===== src/rtl/ifu_pkg.sv =====
// Shared types and constants for the instruction fetch unit.
package ifu_pkg;

  localparam logic [31:0] RESET_PC = 32'h0000_3000;
  localparam logic [31:0] EXC_PC   = 32'h0000_4180;

  // Fetch control states.
  typedef enum logic [1:0] {
    StIdle,
    StFetch,
    StValid,
    StDrain
  } ifu_state_e;

  // Next-PC source select.
  typedef enum logic [2:0] {
    NpcSeq,
    NpcBr,
    NpcJ,
    NpcJr,
    NpcExc
  } npc_sel_e;

  // Clear the byte offset of a register-supplied target.
  function automatic logic [31:0] word_align(input logic [31:0] addr);
    return {addr[31:2], 2'b00};
  endfunction

endpackage


===== src/rtl/ifu_if.sv =====
// Instruction memory request/response bundle.
interface ifu_if;
  logic        imem_req;
  logic [31:0] imem_addr;
  logic        imem_ack;
  logic [31:0] imem_rdata;

  modport master (
    output imem_req,
    output imem_addr,
    input  imem_ack,
    input  imem_rdata
  );

  modport slave (
    input  imem_req,
    input  imem_addr,
    output imem_ack,
    output imem_rdata
  );
endinterface


===== src/rtl/ifu_npc.sv =====
// Combinational next-PC selector.
module ifu_npc
  import ifu_pkg::*;
#(
  parameter logic [31:0] ExcPc = EXC_PC
) (
  input  logic [31:0] pc4_i,
  input  logic [31:0] eximm_i,
  input  logic [25:0] jtarget_i,
  input  logic [31:0] jr_addr_i,
  input  npc_sel_e    sel_i,
  output logic [31:0] npc_o
);

  // Pick the target; branch offset is the word-scaled immediate, wrapping mod 2^32.
  always_comb begin
    npc_o = pc4_i;
    unique case (sel_i)
      NpcSeq:  npc_o = pc4_i;
      NpcBr:   npc_o = pc4_i + {eximm_i[29:0], 2'b00};
      NpcJ:    npc_o = {pc4_i[31:28], jtarget_i, 2'b00};
      NpcJr:   npc_o = word_align(jr_addr_i);
      NpcExc:  npc_o = ExcPc;
      default: npc_o = pc4_i;
    endcase
  end

endmodule


===== src/rtl/ifu.sv =====
// Instruction fetch unit: PC, single-outstanding imem handshake, instruction register.
module ifu
  import ifu_pkg::*;
#(
  parameter logic [31:0] ResetPc = RESET_PC,
  parameter logic [31:0] ExcPc   = EXC_PC
) (
  input  logic         clk,
  input  logic         rst,
  input  logic         stall_i,
  input  logic         branch_i,
  input  logic [31:0]  eximm_i,
  input  logic         jump_i,
  input  logic [25:0]  jtarget_i,
  input  logic         jr_i,
  input  logic [31:0]  jr_addr_i,
  input  logic         flush_i,
  ifu_if.master        imem,
  output logic [31:0]  instr_o,
  output logic [31:0]  pc_o,
  output logic [31:0]  pc4_o,
  output logic [15:0]  imm_o,
  output logic         instr_valid_o
);

  ifu_state_e  state_q, state_d;
  logic [31:0] fetch_pc_q, fetch_pc_d;
  logic [31:0] instr_q, instr_d;
  logic [31:0] pc_q, pc_d;
  logic        instr_valid_q, instr_valid_d;

  npc_sel_e    npc_sel;
  logic        load_npc;
  logic [31:0] npc;
  logic [31:0] pc4;

  assign pc4 = pc_q + 32'd4;

  ifu_npc #(
    .ExcPc (ExcPc)
  ) u_npc (
    .pc4_i     (pc4),
    .eximm_i   (eximm_i),
    .jtarget_i (jtarget_i),
    .jr_addr_i (jr_addr_i),
    .sel_i     (npc_sel),
    .npc_o     (npc)
  );

  // Next-state, data capture and next-PC selection.
  always_comb begin
    state_d    = state_q;
    fetch_pc_d = fetch_pc_q;
    instr_d    = instr_q;
    pc_d       = pc_q;
    npc_sel    = NpcSeq;
    load_npc   = 1'b0;

    unique case (state_q)
      StIdle: begin
        state_d = StFetch;
        if (flush_i) begin
          npc_sel  = NpcExc;
          load_npc = 1'b1;
        end
      end
      StFetch: begin
        if (flush_i) begin
          // Without an ack the request must stay up unchanged until memory answers.
          if (imem.imem_ack) begin
            npc_sel  = NpcExc;
            load_npc = 1'b1;
          end else begin
            state_d = StDrain;
          end
        end else if (imem.imem_ack) begin
          instr_d = imem.imem_rdata;
          pc_d    = fetch_pc_q;
          state_d = StValid;
        end
      end
      StValid: begin
        if (flush_i) begin
          npc_sel  = NpcExc;
          load_npc = 1'b1;
          state_d  = StFetch;
        end else if (!stall_i) begin
          load_npc = 1'b1;
          state_d  = StFetch;
          if (jr_i) begin
            npc_sel = NpcJr;
          end else if (jump_i) begin
            npc_sel = NpcJ;
          end else if (branch_i) begin
            npc_sel = NpcBr;
          end else begin
            npc_sel = NpcSeq;
          end
        end
      end
      StDrain: begin
        if (imem.imem_ack) begin
          npc_sel  = NpcExc;
          load_npc = 1'b1;
          state_d  = StFetch;
        end
      end
      default: state_d = StIdle;
    endcase

    if (load_npc) begin
      fetch_pc_d = npc;
    end
    instr_valid_d = (state_d == StValid);
  end

  // State and datapath registers.
  always_ff @(posedge clk or posedge rst) begin
    if (rst) begin
      state_q       <= StIdle;
      fetch_pc_q    <= ResetPc;
      instr_q       <= '0;
      pc_q          <= ResetPc;
      instr_valid_q <= 1'b0;
    end else begin
      state_q       <= state_d;
      fetch_pc_q    <= fetch_pc_d;
      instr_q       <= instr_d;
      pc_q          <= pc_d;
      instr_valid_q <= instr_valid_d;
    end
  end

  assign imem.imem_req  = (state_q == StFetch) || (state_q == StDrain);
  assign imem.imem_addr = fetch_pc_q;
  assign instr_o        = instr_q;
  assign pc_o           = pc_q;
  assign pc4_o          = pc4;
  assign imm_o          = instr_q[15:0];
  assign instr_valid_o  = instr_valid_q;

endmodule

===== src/flat_wrapper.sv =====
// flat-port wrapper written by rule: the top's interface ports become plain ports
module ifu_flat import ifu_pkg::*;
#(
  parameter logic [31:0] ResetPc = RESET_PC,
  parameter logic [31:0] ExcPc   = EXC_PC
)
  (clk, rst, stall_i, branch_i, eximm_i, jump_i, jtarget_i, jr_i, jr_addr_i, flush_i, instr_o, pc_o, pc4_o, imm_o, instr_valid_o, imem_imem_req, imem_imem_addr, imem_imem_ack, imem_imem_rdata);
  ifu_if imem_i ();
  input  logic clk;
  input  logic rst;
  input  logic stall_i;
  input  logic branch_i;
  input  logic [31:0] eximm_i;
  input  logic jump_i;
  input  logic [25:0] jtarget_i;
  input  logic jr_i;
  input  logic [31:0] jr_addr_i;
  input  logic flush_i;
  output logic [31:0] instr_o;
  output logic [31:0] pc_o;
  output logic [31:0] pc4_o;
  output logic [15:0] imm_o;
  output logic instr_valid_o;
  output wire logic [$bits(imem_i.imem_req)-1:0] imem_imem_req;
  output wire logic [$bits(imem_i.imem_addr)-1:0] imem_imem_addr;
  input wire logic [$bits(imem_i.imem_ack)-1:0] imem_imem_ack;
  input wire logic [$bits(imem_i.imem_rdata)-1:0] imem_imem_rdata;
  assign imem_imem_req = imem_i.imem_req;
  assign imem_imem_addr = imem_i.imem_addr;
  assign imem_i.imem_ack = imem_imem_ack;
  assign imem_i.imem_rdata = imem_imem_rdata;
  ifu #(.ResetPc(ResetPc), .ExcPc(ExcPc)) u_core (.clk(clk), .rst(rst), .stall_i(stall_i), .branch_i(branch_i), .eximm_i(eximm_i), .jump_i(jump_i), .jtarget_i(jtarget_i), .jr_i(jr_i), .jr_addr_i(jr_addr_i), .flush_i(flush_i), .imem(imem_i), .instr_o(instr_o), .pc_o(pc_o), .pc4_o(pc4_o), .imm_o(imm_o), .instr_valid_o(instr_valid_o));
endmodule

===== config.mk =====
export PLATFORM = sky130hd
export DESIGN_NAME = ifu_flat
export DESIGN_NICKNAME = d
export VERILOG_FILES = /design/src/rtl/ifu_pkg.sv /design/src/rtl/ifu_if.sv /design/src/rtl/ifu_npc.sv /design/src/rtl/ifu.sv /design/src/flat_wrapper.sv
export SDC_FILE = /design/constraint.sdc
export NUM_CORES = 1
export LEC_CHECK = 0
export CAP_MARGIN = 10
export CORE_ASPECT_RATIO = 0.7
export CORE_UTILIZATION = 44
export CTS_CLUSTER_DIAMETER = 120
export DETAILED_ROUTE_END_ITERATION = 8
export PLACE_DENSITY = 0.82
export SYNTH_ARGS = -nofsm -noshare
export SYNTH_HDL_FRONTEND = slang
export SYNTH_SLANG_ARGS = --single-unit
export TNS_END_PERCENT = 1

===== constraint.sdc =====
create_clock -name clk -period 3.65 [get_ports clk]
set_input_delay 0.73 -clock clk [delete_from_list [all_inputs] [get_ports clk]]
set_output_delay 0.73 -clock clk [all_outputs]
set_load 0.01 [all_outputs]

==> metrics.md, run 1 <==
| Metric | Value |
|---|---|
| Status | finished clean |
| CTS Buf Count | 9 |
| Clock-pin slew on the worst setup and hold paths | approximately 80 ps |
| Async S/R FF share, synth | 1.000 |
| WP buf/inv | 2 |
| Finished layout cell area | 10210 um2 |
| Achievable Freq | 282.2 MHz |
| Root Buffer | clkbuf_16 |
| Synth Area in Simple Gates | 0.1383 |
| Post-synthesis cell area | 6558 um2 |
| Hold WS | between 400 and 500 ps |
| CP cell instances | nand4_2, buf_4, nor2_1, and4_1, xor2_2, ha_1, a21o_1, a2111oi_2, a211oi_2, a41oi_1, buf_4, xnor2_1, a21oi_1, nor3_1 |
| Initial Utilization | 0.4607 |
| Period utilization | 0.9707 |
| Reg area | approximately 2500 um2 |
| Syn avg cell area | slightly below 10 um2 |
| Clock latency on the worst-skew pair | around 340 ps |
| Slew Viols, Final | 0 |
| Syn nets | 835 |
| Post-synthesis compound-gate area fraction | 0.1872 |
| Port-buffer cells | approximately 270 |
| I/O pin count | 276 |
| Pwr dens | 694.2 nW/um2 |
| Crit path capture type | register |
| Final wirelength | approximately 23000 um |
| Synth Flop Type | dfrtp_1 |
| CP max stage delay | around 430 ps |
| Synth Register Bits | ~100 |
| Adder-Cell Fraction of Synth Area | 0.06793 |
| Relative slew margins | 0.4579 |
| Largest net degree at the start of global routing | 68 |
| DP HPWL | 18170 um |
| GRT Overall Usage | 0.3060 |
| Fill count | 1101 |
| Largest family of logic cells by synthesized area | compound AO/OA/AOI/OAI gates |
| CP most frequent cell | buf_4 |
| Global-route wire length before repair | approximately 36000 um |
| Drt drc | 0 |
| Crit path max-delay cell type | a2111oi_2 |
| Multi-input gate area | about 3800 um2 |
| Placed cell area | a little under 10000 um2 |
| Number of global-route vias before repair | between 6k and 7k |
| Iteration-0 DRC count of the detailed router | about 430 |
| Distinct cell type count after synthesis | between 60 and 70 |
| Post-Syn Instances | between 600 and 700 |
| CTS Sinks | 99 |
| Final Hold Vio Count | 0 |
| EDFF count, synth | 0 |
| CTS tree | done |
| Area Overhead vs Synth | 55.73% |
| Die area | between 15000 and 20000 um2 |
| Crit path DAT | around 3800 ps |
| Setup Skew | about 9.9 ps |
| Overflow after GRT | 0 |
| Worst VDD drop | roughly 0.34 mV |
| Die W | between 100 and 150 um |
| First-pass DRT Iterations | 5 |
| Nets | ~1.1k |
| Worst Setup Start Kind | register |
| Yosys warns | 0 |
| ANT cells | 0 |
| Sequential share of the synthesized area | 0.3786 |
| WL per Instance | between 20 and 25 um |
| Ratio of cells with drive above 1 in the final layout | 0.1927 |
| Final setup fails | 0 |
| GPL Wtd Cong | ~0.93 |
| P_leak | 4.353 nW |
| Num rows | 36 |
| Vias per std cell | about 5.7 |
| Worst slew pin tran | between 800 and 900 ps |
| Tot Pwr | slightly above 7 mW |
| Post-route ant nets | 0 |
| Top delay family on crit path | compound AO/OA/AOI/OAI gates |
| Crit-path max FO | 4 |
| Mux contribution to synthesized area | 0.1048 |
| Max H-tree Level | 3 |
| Max Cap Viol | 0 |
| Worst Path Required | around 3900 ps |
| CTS Buffer Depth | 2 |
| Min Tclk post-route | approximately 3500 ps |
| Initial antenna violation count | 0 |
| Die height | between 100 and 150 um |
| Vias | 6649 |
| Hold crit path type | register to register |
| Placeable Area | 14230 um2 |
| CP Class | register to register |
| RSZ-0062 raised after global routing | yes |
| Synth Area in XOR/XNOR | 0.07193 |
==> area by class of cell <==
cell class	count	area share
clock buffers	11	0.02377
clock inverters	5	0.004533
inverters	15	0.005758
multi-input cells	503	0.3731
flip-flops and latches	99	0.2431
well taps	190	0.02328
repair buffers	348	0.3265
==> where the power goes <==
group	total [mW]	internal [mW]	switching, mW
combinational	4.35	2.33	2.02
clock	0.947	0.494	0.453
sequential	1.79	1.46	0.331
total	7.09	4.29	2.80
==> flip-flops by register name (all words and copies together), names as in the netlist <==
name / count
u_core.imem.imem_addr: 32
u_core.pc_o: 32
u_core.state_q: 2
u_core.instr_valid_o: 1
u_core.instr_o: 32
==> kinds of logic (layout without fill, tap and decap cells) <==
kind of cell	count (synthesis)	count (layout)
adders and majority gates	35	35
DFF	99	99
xor gates and xnor gates	53	53
AOI/OAI and AO/OA	184	184
and+or+nand+nor	170	170
muxes	61	61
buffers and inverters	68	379
==> worst reg2reg max path, delay by kind of cell, from the launching register on <==
kind	cells	cell delay, ps
buffers and inverters	2	360
DFF	1	390
xor gates and xnor gates	2	350
and+or+nand+nor	4	780
adders and majority gates	1	310
AOI/OAI and AO/OA	5	1280
==> cell usage after synthesis, types with 8 or more instances <==
| cell type | instances | area (um2) |
|---|---|---|
| a21o_1 | 16 | 120.1 |
| a21oi_1 | 42 | 210.2 |
| a221oi_1 | 16 | 140.1 |
| a31oi_1 | 8 | 50.05 |
| and3_1 | 8 | 50.05 |
| buf_4 | 20 | 150.1 |
| clkbuf_1 | 25 | 93.84 |
| dfrtp_1 | 95 | 2377 |
| ha_1 | 34 | 425.4 |
| inv_1 | 15 | 56.30 |
| mux2_2 | 61 | 686.9 |
| nand2_1 | 51 | 191.4 |
| nand3_1 | 16 | 80.08 |
| nor2_1 | 41 | 153.9 |
| nor3_1 | 12 | 60.06 |
| o21ai_0 | 25 | 125.1 |
| o21ai_1 | 17 | 85.08 |
| o22ai_1 | 11 | 68.82 |
| xnor2_1 | 37 | 324.1 |
| xor2_1 | 15 | 131.4 |
==> per-stage QoR <==
step | setup TNS (ps) | cells | setup slack, ps | util
final | 0 | 1171 | 107.0 | 0.7175
after global routing | -394.6 | 1171 | -107.8 | 0.7175
after CTS | 0 | 1170 | 7.456 | 0.7129
after detailed placement | -53.26 | 1153 | -53.26 | 0.6915
after global placement | 0 | 1153 | 75.82 | 0.6915
after floorplan | 0 | 670 | 82.62 | -
==> final timing paths <==
path / slack [ps] / depth (start not counted) / startpoint / to
max in group asynchronous: 2070 / 3 / rst / u_core.pc_o[12]
worst max register to register: 110 / 14 / u_core.pc_o[4] / u_core.imem.imem_addr[23]
worst min-delay path: 490 / 2 / u_core.imem.imem_addr[12] / u_core.imem.imem_addr[12]
worst max-delay path: 110 / 14 / u_core.pc_o[4] / u_core.imem.imem_addr[23]
worst min register to register: 490 / 2 / u_core.imem.imem_addr[12] / u_core.imem.imem_addr[12]
min in group asynchronous: 810 / 2 / rst / u_core.instr_o[4]
==> cells in the final DEF, fill, tap and decap left out, drive strengths merged, types with 4 or more instances in the layout <==
master         netlist  routed
a21oi               42      42
nand2b               6       6
nor3                12      12
ha                  34      34
nand3               16      16
o22ai               11      11
xor2                15      15
nor2                41      41
or2                  5       5
dfrtp               95      95
nand4               10      10
and4                 4       4
inv                 15      17
and3                 8       8
buf                 28      77
xnor2               38      38
mux2                61      61
a31oi                8       8
clkdlybuf4s50        0     270
nand2               52      52
a221oi              16      16
clkbuf              25      11
a211oi               5       5
a221o                7       7
a21o                16      16
a22oi                6       6
o21ai               43      43
dfstp                4       4
==> what timing repair did <==
item,in CTS,in global routing
setup endpoints to repair,4,19
hold buffers,0,0
gates resized for setup,3,12
gates cloned,0,0
pin swaps,1,3
setup buffers,1,1
==> routing by layer <==
| metal | GRT usage | vias up | routed length, um |
|---|---|---|---|
| met5 | 0 | - | 0 |
| li1 | - | 3066 | - |
| met2 | 0.4717 | 390 | 10350 |
| met1 | 0.4152 | 3168 | 10190 |
| met4 | 0.07216 | 0 | 304 |
| met3 | 0.09868 | 25 | 2625 |
Note: power is estimated with default switching activity, not from simulation.
==> run 2, diff against run 1 <==
--- a/config.mk
+++ b/config.mk
@@ -10,6 +10,7 @@
 export CORE_UTILIZATION = 44
 export CTS_CLUSTER_DIAMETER = 120
 export DETAILED_ROUTE_END_ITERATION = 8
+export MAX_ROUTING_LAYER = met4
 export PLACE_DENSITY = 0.82
 export SYNTH_ARGS = -nofsm -noshare
 export SYNTH_HDL_FRONTEND = slang
==> run 2 against run 1 <==
Compared with the run above: final cell count about the same; die area unchanged; maximum frequency down 2.9%; via count down 0.62%; first-iteration DRC count down 11%; clock skew about the same; clock power up 8%; global-route usage up 1.1 points; register-to-register slack about the same; count of clock-buffer cells in the layout unchanged; sequential share of layout area unchanged; critical endpoint is now pc4_o[26]; highest routed layer unchanged.
==> metrics.md, run 2 (synthesis results as in run 1) <==
| Metric | Value |
|---|---|
| Clk pwr share | 0.143 (+0.009) |
| Worst Setup Start Kind | register |
| Commonest non-fill, non-tap cell in the layout | clkdlybuf4s50_1 |
| Vias | 6608 (-0.62%) |
| Min Tclk post-route | 3649 ps (+106.0 ps) |
| End of the worst hold path | u_core.imem.imem_addr[12] |
| CTS Buffer Depth | 2 (unchanged) |
| Total Neg Setup Slack | 0 ps (unchanged) |
| Hold path depth | 2 (unchanged) |
| Worst Path Required | 2920 ps (-980 ps) |
| Hold Crit Start | u_core.imem.imem_addr[12] |
| Post-route ant nets | 0 (unchanged) |
| Crit Reg-Reg Endpoint | u_core.imem.imem_addr[31] |
| Final Util | 0.7175 (unchanged) |
| Setup Skew | 10.26 ps (+0.3893 ps) |
| CP Class | register to primary output |
| Clock-pin slew on the worst setup and hold paths | 70 ps (about the same) |
| CP max stage delay | 540 ps (+110 ps) |
| Root Buffer | clkbuf_16 |
| Die height | 104.1 um (unchanged) |
| Clock latency on the worst-skew pair | 360 ps (+20 ps) |
| Initial Utilization | 0.4607 (unchanged) |
| Max Cap Viol | 0 (unchanged) |
| Top delay family on crit path | buffers and inverters |
| Max H-tree Level | 3 (unchanged) |
| Worst reg2reg path depth | 16 (+2) |
| Worst r2r src | u_core.pc_o[2] |
| P_leak | 4.348 nW (-0.12%) |
| DP HPWL | 18040 um (-0.70%) |
| I/O pin count | 276 (unchanged) |
| Slew Viols, Final | 0 (unchanged) |
| GPL Wtd Cong | 0.9313 (about the same) |
| Iteration-0 DRC count of the detailed router | 378 (-11%) |
| Largest net degree at the start of global routing | 68 (unchanged) |
| Overflow after GRT | 0 (unchanged) |
| Most frequent cells in the layout | clkdlybuf4s50_1, dfrtp_1, buf_4 |
| Achievable Freq | 274.0 MHz (-2.9%) |
| Vias per std cell | 5.648 (-0.53%) |
| Number of global-route vias before repair | 6646 (-0.21%) |
| WP buf/inv | 3 (+1) |
| Switching power | 2.805 mW (about the same) |
| Pint | 4.354 mW (+1.6%) |
| Gate power share | 0.606 (-0.008) |
| CTS Buf Count | 9 (unchanged) |
| Initial antenna violation count | 0 (unchanged) |
| Final Hold Vio Count | 0 (unchanged) |
| Die area | 15400 um2 (unchanged) |
| Crit-path max FO | 4 (unchanged) |
| Crit path max-delay cell type | clkdlybuf4s50_1 |
| ANT cells | 0 (unchanged) |
| First-pass DRT Iterations | 8 (+3) |
| Fill count | 1093 (-0.73%) |
| RSZ-0062 raised after global routing | yes |
| Drt drc | 0 (unchanged) |
| Worst slew pin tran | 840.1 ps (+26.96 ps) |
| Status | finished clean |
| CTS tree | done |
| Period utilization | 0.9997 (+0.02905) |
| Hold crit path type | register to register |
| Final setup fails | 0 (unchanged) |
| Num rows | 36 (unchanged) |
| Global-route wire length before repair | 36200 um (unchanged) |
| Seq pwr share | 0.251 (-0.002) |
| Crit path capture type | primary output |
| Area Overhead vs Synth | 55.73% (unchanged) |
| CP cell instances | ha_1, inv_1, nor3_2, and2_4, nand2_1, nor3_1, xor2_1, buf_4, clkdlybuf4s50_1 |
| CP Depth | 9 (-5) |
| Crit path DAT | 2920 ps (-870 ps) |
| Placeable Area | 14230 um2 (unchanged) |
| Switching Share | 0.3918 (-0.003669) |
| Port-buffer cells | 271 (unchanged) |
| Die W | 147.9 um (unchanged) |
| R2r setup slk | 120 ps (about the same) |
| Final wirelength | 23530 um (+0.27%) |
| Pwr dens | 701.1 nW/um2 (+0.99%) |
| Ratio of cells with drive above 1 in the final layout | 0.1888 (-0.003885) |
| CTS Sinks | 99 (unchanged) |
| WL per Instance | 20.11 um (+0.35%) |
| Relative slew margins | 0.4399 (-0.01797) |
| GRT Overall Usage | 0.3170 (+0.01096) |
| Nets | 1140 (-0.088%) |
| Worst VDD drop | 0.3033 mV (-11%) |
## run 2: changes by cell type in the layout (fill, tap and decap cells not counted), moves of 3 or more
cell,previous run,this run
clkinv_4,3,0
inv_6,1,4
nor3_1,8,11
nor3_2,4,1
## run 2: routing by layer
metal / part of all wire / GRT usage
met5: 0 / -
met4: 0.019 / 0.09499
met3: 0.095 / 0.07675
met2: 0.43 / 0.4609
met1: 0.46 / 0.4348
## run 2: final cells by class
cell class	count	area, um2	share of cell area
clock inverters	5	65.06	0.006371
clock buffers	11	242.7	0.02377
repair buffers	347	3321	0.3252
well taps	190	237.7	0.02328
flip-flops and latches	99	2482	0.2431
inverters	15	58.81	0.005758
multi-input cells	503	3805	0.3726
## run 2: worst min-delay path: cells and delay by family, from the launching register on
| family | cells | cell delay (ps) |
|---|---|---|
| DFF | 1 | 380 |
| and+or+nand+nor | 1 | 50 |
| AOI/OAI and AO/OA | 1 | 50 |
## run 2: worst max path at each step
| stage | start | endpoint | slack, ps |
|---|---|---|---|
| 3_3_place_gp | u_core.pc_o[2] | u_core.imem.imem_addr[31] | 70 |
| 4_1_cts | u_core.pc_o[13] | pc4_o[25] | 20 |
| 5_1_grt | u_core.pc_o[2] | u_core.imem.imem_addr[31] | -90 |
| 6_report | u_core.pc_o[2] | pc4_o[26] | 1 |
| 2_1_floorplan | u_core.pc_o[2] | u_core.imem.imem_addr[31] | 80 |
| 3_5_place_dp | u_core.pc_o[2] | u_core.imem.imem_addr[31] | 60 |
## run 2: per-stage QoR
step | instances | setup slack [ps] | hold slack, ps | power [mW] | cell area [um2]
2_1_floorplan | 670 | 82.62 | 473.1 | 3.893 | 6558
5_1_grt | 1170 | -87.61 | 513.3 | 7.576 | 10210
3_3_place_gp | 1152 | 71.86 | 460.8 | 5.959 | 9836
3_5_place_dp | 1152 | 62.22 | 477.7 | 6.034 | 9836
4_1_cts | 1169 | 18.45 | 487.7 | 7.104 | 10150
6_report | 1170 | 0.9548 | 487.2 | 7.160 | 10210
## run 2: what timing repair did
| item | CTS | global route |
|---|---|---|
| buffers inserted | 1 | 1 |
| hold buffers | 0 | 0 |
| pin swaps | 1 | 0 |
| resized for setup | 2 | 9 |
| endpoints found under the setup margin | 2 | 20 |
## run 2: power groups by stage
stage          clock (mW)  sequential, mW  combinational, mW
6_report             1.02            1.80               4.34
5_1_grt              1.09            1.85               4.64
4_1_cts              1.04            1.79               4.27
3_5_place_dp            0            1.81               4.23
3_3_place_gp            0            1.78               4.18
2_1_floorplan           0            1.95               1.94
==> run 3, diff against run 2 <==
--- a/config.mk
+++ b/config.mk
@@ -7,12 +7,15 @@
 export LEC_CHECK = 0
 export CAP_MARGIN = 10
 export CORE_ASPECT_RATIO = 0.7
-export CORE_UTILIZATION = 44
+export CORE_UTILIZATION = 45
 export CTS_CLUSTER_DIAMETER = 120
+export CTS_CLUSTER_SIZE = 25
 export DETAILED_ROUTE_END_ITERATION = 8
+export HOLD_SLACK_MARGIN = 0.1
 export MAX_ROUTING_LAYER = met4
 export PLACE_DENSITY = 0.82
 export SYNTH_ARGS = -nofsm -noshare
 export SYNTH_HDL_FRONTEND = slang
+export SYNTH_HIERARCHICAL = 1
 export SYNTH_SLANG_ARGS = --single-unit
 export TNS_END_PERCENT = 1
==> run 3 against run 2 <==
Compared with the run above: the flow now finishes with violations (DRC, setup timing); largest power group unchanged; setup slack got worse by 190 ps; die area rose by 5.7%; combinational power barely moved; final cell count rose by 14%; critical endpoint is now u_core/imem.imem_addr[31]; maximum frequency fell by 5.0%; synthesized cell count rose by 12%; first-iteration DRC count rose by 82%.
==> metrics.md, run 3 <==
| Metric | Value |
|---|---|
| Crit path capture type | register |
| Final Hold Vio Count | 0 (unchanged) |
| Finished layout cell area | 11710 um2 (+15%) |
| Most frequent cells in the layout | clkdlybuf4s50_1, buf_4, dfrtp_1 |
| Top post-synthesis cells by area | dfrtp_1, mux2_2, ha_1 |
| GPL Wtd Cong | 1.042 (+12%) |
| Nets | 1286 (+13%) |
| Failing checks | DRC, setup timing |
| Port-buffer cells | 271 (unchanged) |
| I/O pin count | 276 (unchanged) |
| R2r setup slk | -190 ps (-310 ps) |
| Pwr dens | 603.1 nW/um2 (-14%) |
| Async S/R FF share, synth | 1.000 (unchanged) |
| CP Class | register to register |
| Vias | 7664 (+16%) |
| EDFF count, synth | 0 (unchanged) |
| Commonest non-fill, non-tap cell in the layout | clkdlybuf4s50_1 |
| Max H-tree Level | 3 (unchanged) |
| Num rows | 38 (+5.6%) |
| Distinct cell type count after synthesis | 63 (-7.4%) |
| Die height | 107.1 um (+2.8%) |
| Min Tclk post-route | 3841 ps (+191.8 ps) |
| Clock-pin slew on the worst setup and hold paths | 80 ps (about the same) |
| Hold path depth | 1 (-1) |
| CP max stage delay | 570 ps (+30 ps) |
| Root Buffer | clkbuf_16 |
| Ratio of cells with drive above 1 in the final layout | 0.3035 (+0.1148) |
| Final wirelength | 27580 um (+17%) |
| Synth top cells by count | dfrtp_1, mux2_2, nand2_1 |
| Syn avg cell area | 9.426 um2 (-3.7%) |
| Achievable Freq | 260.4 MHz (-5.0%) |
| Number of global-route vias before repair | 7370 (+11%) |
| Crit-path max FO | 5 (+1) |
| Hold Crit Start | u_core/instr_o[30] |
| Area Overhead vs Synth | 64.99% |
| Setup Skew | 13.29 ps (+3.025 ps) |
| Worst Setup Start Kind | register |
| First-pass DRT Iterations | 7 (-1) |
| Crit path max-delay cell type | or4_4 |
| Initial Utilization | 0.4594 (-0.001354) |
| End of the worst hold path | u_core/instr_o[30] |
| GRT Overall Usage | 0.3405 (+0.02355) |
| Clock latency on the worst-skew pair | 350 ps (about the same) |
| Syn nets | 914 (+9.5%) |
| P_leak | 4.990 nW (+15%) |
| Period utilization | 1.052 (+0.05255) |
| CP cell instances | nand4_1, buf_6, or4_4, buf_6, nor3_4, xor2_2, ha_1, buf_4, and3_1, nand4_1, a311oi_2, a211oi_2, xnor2_1, nor3_1, a311oi_1, mux2_2 |
| Dominant cell type by area after synthesis | dfrtp_1 |
| Slew Viols, Final | 0 (unchanged) |
| Worst slew pin tran | 1021 ps (+181.3 ps) |
| Yosys warns | 6 (+6) |
| Drt drc | 27 (+27) |
| Vias per std cell | 5.762 (+2.0%) |
| Synth Register Bits | 99 (unchanged) |
| Crit path DAT | 4130 ps (+1210 ps) |
| Worst Path Required | 3940 ps (+1020 ps) |
| CTS tree | done |
| Die area | 16290 um2 (+5.7%) |
| Final Util | 0.7579 (+0.04042) |
| Post-Syn Instances | 753 (+12%) |
| Crit Reg-Reg Endpoint | u_core/imem.imem_addr[31] |
| Largest net degree at the start of global routing | 63 (-7.4%) |
| CTS Buffer Depth | 2 (unchanged) |
| Initial antenna violation count | 1 (+1) |
| Synth Flop Type | dfrtp_1 |
| Max Cap Viol | 0 (unchanged) |
| Overflow after GRT | 0 (unchanged) |
| WL per Instance | 20.74 um (+3.1%) |
| Status | finished with violations |
| Post-route ant nets | 0 (unchanged) |
| CTS Sinks | 99 (unchanged) |
| Worst VDD drop | 0.3875 mV (+28%) |
| Hold buffer count at CTS | 0 (unchanged) |
| Fin worst setup slack | -190.9 ps (-191.8 ps) |
| Die W | 152.1 um (+2.8%) |
| Placeable Area | 15450 um2 (+8.6%) |
| Iteration-0 DRC count of the detailed router | 688 (+82%) |
| ANT cells | 0 (unchanged) |
| Placed cell area | 11040 um2 (+12%) |
| Hold crit path type | register to register |
| CTS Buf Count | 9 (unchanged) |
| Pre-CTS setup slack | -300.5 ps (-362.7 ps) |
| Final setup fails | 10 (+10) |
| Hold WS | 515.7 ps (+28.44 ps) |
| DP HPWL | 21220 um (+18%) |
| Worst r2r src | u_core/pc_o[5] |
| Relative slew margins | 0.3141 (-0.1258) |
| Global-route wire length before repair | 41210 um (+14%) |
| Synth top area share | 0.3349 (-0.02761) |
| Worst reg2reg path depth | 16 (unchanged) |
| Sequential share of the synthesized area | 0.3497 (-0.02883) |
| RSZ-0062 raised after global routing | yes |
| Post-synthesis cell area | 7098 um2 (+8.2%) |
| Count leader, synth | dfrtp_1 |
[run 3: metal layers]
metal / vias to the layer above / track usage / wire, um
li1: 3458 / - / -
met2: 448 / 0.4984 / 11720
met5: - / - / 0
met3: 44 / 0.1091 / 3401
met1: 3714 / 0.4605 / 11990
met4: 0 / 0.06997 / 467
[run 3: cell type report]
type,count,area (um2)
Inverter,19,73.82
Clock inverter,7,80.08
Tap cell,200,250.2
Multi-Input combinational cell,577,4726
Fill cell,1074,3741
Timing Repair Buffer,419,3871
Clock buffer,9,225.2
Sequential cell,99,2485
[run 3: stage by stage]
| step | instances | setup TNS [ps] | power, mW |
|---|---|---|---|
| finish | 1330 | -671.9 | 7.063 |
| CTS | 1323 | -86.33 | 6.854 |
| global placement | 1301 | -1790 | 5.712 |
| floorplan | 753 | -372.9 | 3.621 |
| detailed placement | 1301 | -2263 | 5.784 |
| global route | 1330 | -2634 | 7.441 |
[run 3: repair_timing]
action,4_1_cts,5_1_grt
hold endpoints to repair,0,0
endpoints found under the setup margin,7,14
pin swaps,16,30
gates resized for setup,13,41
setup buffers,6,7
[run 3: cell families (layout without fill, tap and decap cells)]
group / Yosys count / count (layout) / synth area share
AO/OA/AOI/OAI: 168 / 168 / 0.1551
XOR/XNOR: 48 / 48 / 0.05923
adder cells (fa/ha/maj): 32 / 32 / 0.05711
buffers and inverters: 77 / 454 / 0.05306
flip-flops: 99 / 99 / 0.3497
multiplexers: 108 / 108 / 0.1703
AND/OR/NAND/NOR: 221 / 221 / 0.1555
[run 3: power by group]
group	internal, mW	switching (mW)
combinational	2.37	2.00
sequential	1.43	0.298
clock	0.488	0.484
total	4.28	2.78
[run 3: worst max-delay path by stage]
stage,from,end,slack [ps],cells past startpoint
final,u_core/pc_o[5],u_core/imem.imem_addr[31],-190,16
after global routing,u_core/pc_o[3],u_core/imem.imem_addr[27],-380,16
after CTS,u_core/pc_o[5],u_core/imem.imem_addr[27],-60,16
after detailed placement,eximm_i[0],u_core/imem.imem_addr[18],-300,12
after global placement,eximm_i[0],u_core/imem.imem_addr[14],-260,12
after floorplan,u_core/pc_o[12],u_core/imem.imem_addr[27],-100,13
[run 3: worst max-delay path: cells and delay by family, from the launching register on]
family          cells  cell delay [ps]
xor+xnor            2              370
simple gates        6             1360
buf+inv             3              470
fa+ha+maj           1              320
compound gates      3              670
mux                 1              210
flops               1              380
==> edit: new RTL, flow settings as in run 1 <==
Remove the case item `NpcBr` of the case on `sel_i`.
--- a/src/rtl/ifu_npc.sv
+++ b/src/rtl/ifu_npc.sv
@@ -17,7 +17,6 @@
     npc_o = pc4_i;
     unique case (sel_i)
       NpcSeq:  npc_o = pc4_i;
-      NpcBr:   npc_o = pc4_i + {eximm_i[29:0], 2'b00};
       NpcJ:    npc_o = {pc4_i[31:28], jtarget_i, 2'b00};
       NpcJr:   npc_o = word_align(jr_addr_i);
       NpcExc:  npc_o = ExcPc;
Function: changed (Yosys sat finds a counterexample within 4 cycles, from zero or initial values and one cycle with rst high).
==> edit against run 1 <==
Setup slack lost 84 ps. Clock power grew 2.6%. Final area shrank 24%. Register-to-register slack gained 1300 ps. Synthesized area shrank 24%. Power shrank 28%. Wire length shrank 33%. Synthesized cell count shrank 32%. First-iteration DRC count shrank 53%. Non-clock buffer count shrank 94. Highest routed layer unchanged. Sequential cell count is the same.
==> edit: results <==
export IMPL_status="completed"
export IMPL_swShare_pct=33.5
export IMPL_first_pass_iters=4
export IMPL_leakage_nw=3.20
export IMPL_post_drt_wl_per_cell_um=18.8
export IMPL_stdcell_count=832
export IMPL_syn_num_nets=587
export IMPL_slew_violations=0
export IMPL_ys_seq_area_share_pct=50.0
export IMPL_dr_first_iter_drc_count=200
export IMPL_clock_skew_ps=5.69
export IMPL_cts_setup_buffers=0
export IMPL_root_buffer="clkbuf_16"
export IMPL_synth_edf_count=0
export IMPL_track_usage_pct=27.4
export IMPL_yosys_warnings=0
export IMPL_drive_gt1_share_pct=17.7
export IMPL_grt_start_max_net_pins=69
export IMPL_clockBufferDepth=2
export IMPL_critPathArrivalTime_ps=2900
export IMPL_antenna_cells=0
export IMPL_vias=4462
export IMPL_antenna_found_initial=0
export IMPL_cts_clk_slew_worst_paths_ps=70
export IMPL_gp_congestion=0.810
export IMPL_cts_hold_buf=0
export IMPL_grt_pass1_vias=4629
export IMPL_num_fill_cells=808
export IMPL_peakVddDrop_v=0.000284
export IMPL_place_ws_ps=305
export IMPL_post_dp_cell_area_sq_um=7440
export IMPL_hp_class="reg2reg"
export IMPL_fin_nets=805
export IMPL_htreeDepth=3
export IMPL_cts_buffers=9
export IMPL_grt_pass1_wl_mm=24.3
export IMPL_hpwl_mm=11.7
export IMPL_clock_latency_ps=340
export IMPL_slew_headroom_pct=41.1
export IMPL_synth_cell_types=57
export IMPL_synthTopCellsByArea="dfrtp_1, mux2_2, nand2_1, buf_4, nor2_1"
export IMPL_placedCellCount=816
export IMPL_ys_top_cells_by_count="dfrtp_1, mux2_2, nand2_1, nor2_1, clkbuf_1"
export IMPL_critPathMaxFanout=7
export IMPL_portBuffers=240
export IMPL_ys_async_sr_fraction_pct=100
export IMPL_syn_avg_cell_area_sq_um=10.9
[edit: cell count changes after synthesis, sizes merged, moves of 6 or more]
cell,before,now
nand2,52,40
nor2,41,33
a21oi,42,9
o22ai,11,1
xnor2,38,7
nor3,12,3
and3,8,2
a221oi,16,9
a21o,16,4
a22o,1,9
o21ai,43,19
ha,34,1
[edit: kinds of logic after synthesis]
family | after synthesis | synth area share, %
buf+inv | 57 | 5.83
flops | 99 | 50.0
simple gates | 133 | 13.9
mux | 57 | 12.9
compound gates | 89 | 13.3
fa+ha+maj | 1 | 0.252
xor+xnor | 20 | 3.68
[edit: path summary, 6_finish.rpt]
check | startpoint | end | slack (ps) | cells after the start
min in group asynchronous | rst | u_core.instr_o[25]$_DFFE_PP0P_ | 910 | 2
setup reg to reg | u_core.pc_o[2]$_DFFE_PP0P_ | u_core.imem.imem_addr[30]$_DFFE_PP0P_ | 1430 | 6
hold / removal | u_core.imem.imem_addr[1]$_DFFE_PP0P_ | u_core.imem.imem_addr[1]$_DFFE_PP0P_ | 500 | 2
setup / recovery | u_core.pc_o[12]$_DFFE_PP1P_ | pc4_o[23] | 20 | 5
max in group asynchronous | rst | u_core.pc_o[23]$_DFFE_PP0P_ | 1960 | 3
hold reg to reg | u_core.imem.imem_addr[1]$_DFFE_PP0P_ | u_core.imem.imem_addr[1]$_DFFE_PP0P_ | 500 | 2
[edit: metal layers]
metal	global-route usage (%)	share of wire, %	up-vias
met1	34.9	42	2181
met4	8.24	1.4	0
met2	44.8	49	185
met3	8.00	8.5	22
met5	0	0	-
li1	-	-	2074
[edit: worst max-delay path: stages (launching register included)]
cell	delay (ps)
dfstp_2	570
nand4_1	260
or4_4	560
o31a_2	380
or2_2	300
clkdlybuf4s50_1	480
[edit: layout make-up]
type,instances,area (sq um),share of cell area (%)
well taps,153,191,2.46
flip-flops and latches,99,2480,31.9
multi-input cells,300,2240,28.8
inverters,10,40.0,0.514
repair buffers,254,2520,32.4
clock buffers,12,256,3.30
clock inverters,4,48.8,0.627
[edit: power groups by stage]
stage | clock network, mW | logic (mW) | registers, mW
after floorplan | 0 | 0.857 | 1.92
after global placement | 0 | 2.27 | 1.81
after detailed placement | 0 | 2.32 | 1.84
after CTS | 0.997 | 2.33 | 1.82
after global routing | 1.04 | 2.47 | 1.88
final | 0.972 | 2.32 | 1.83
[edit: what timing repair did]
action                     in CTS  in global routing
pin swaps                       0                  1
resized for setup               3                  7
setup endpoints to repair       4                  8
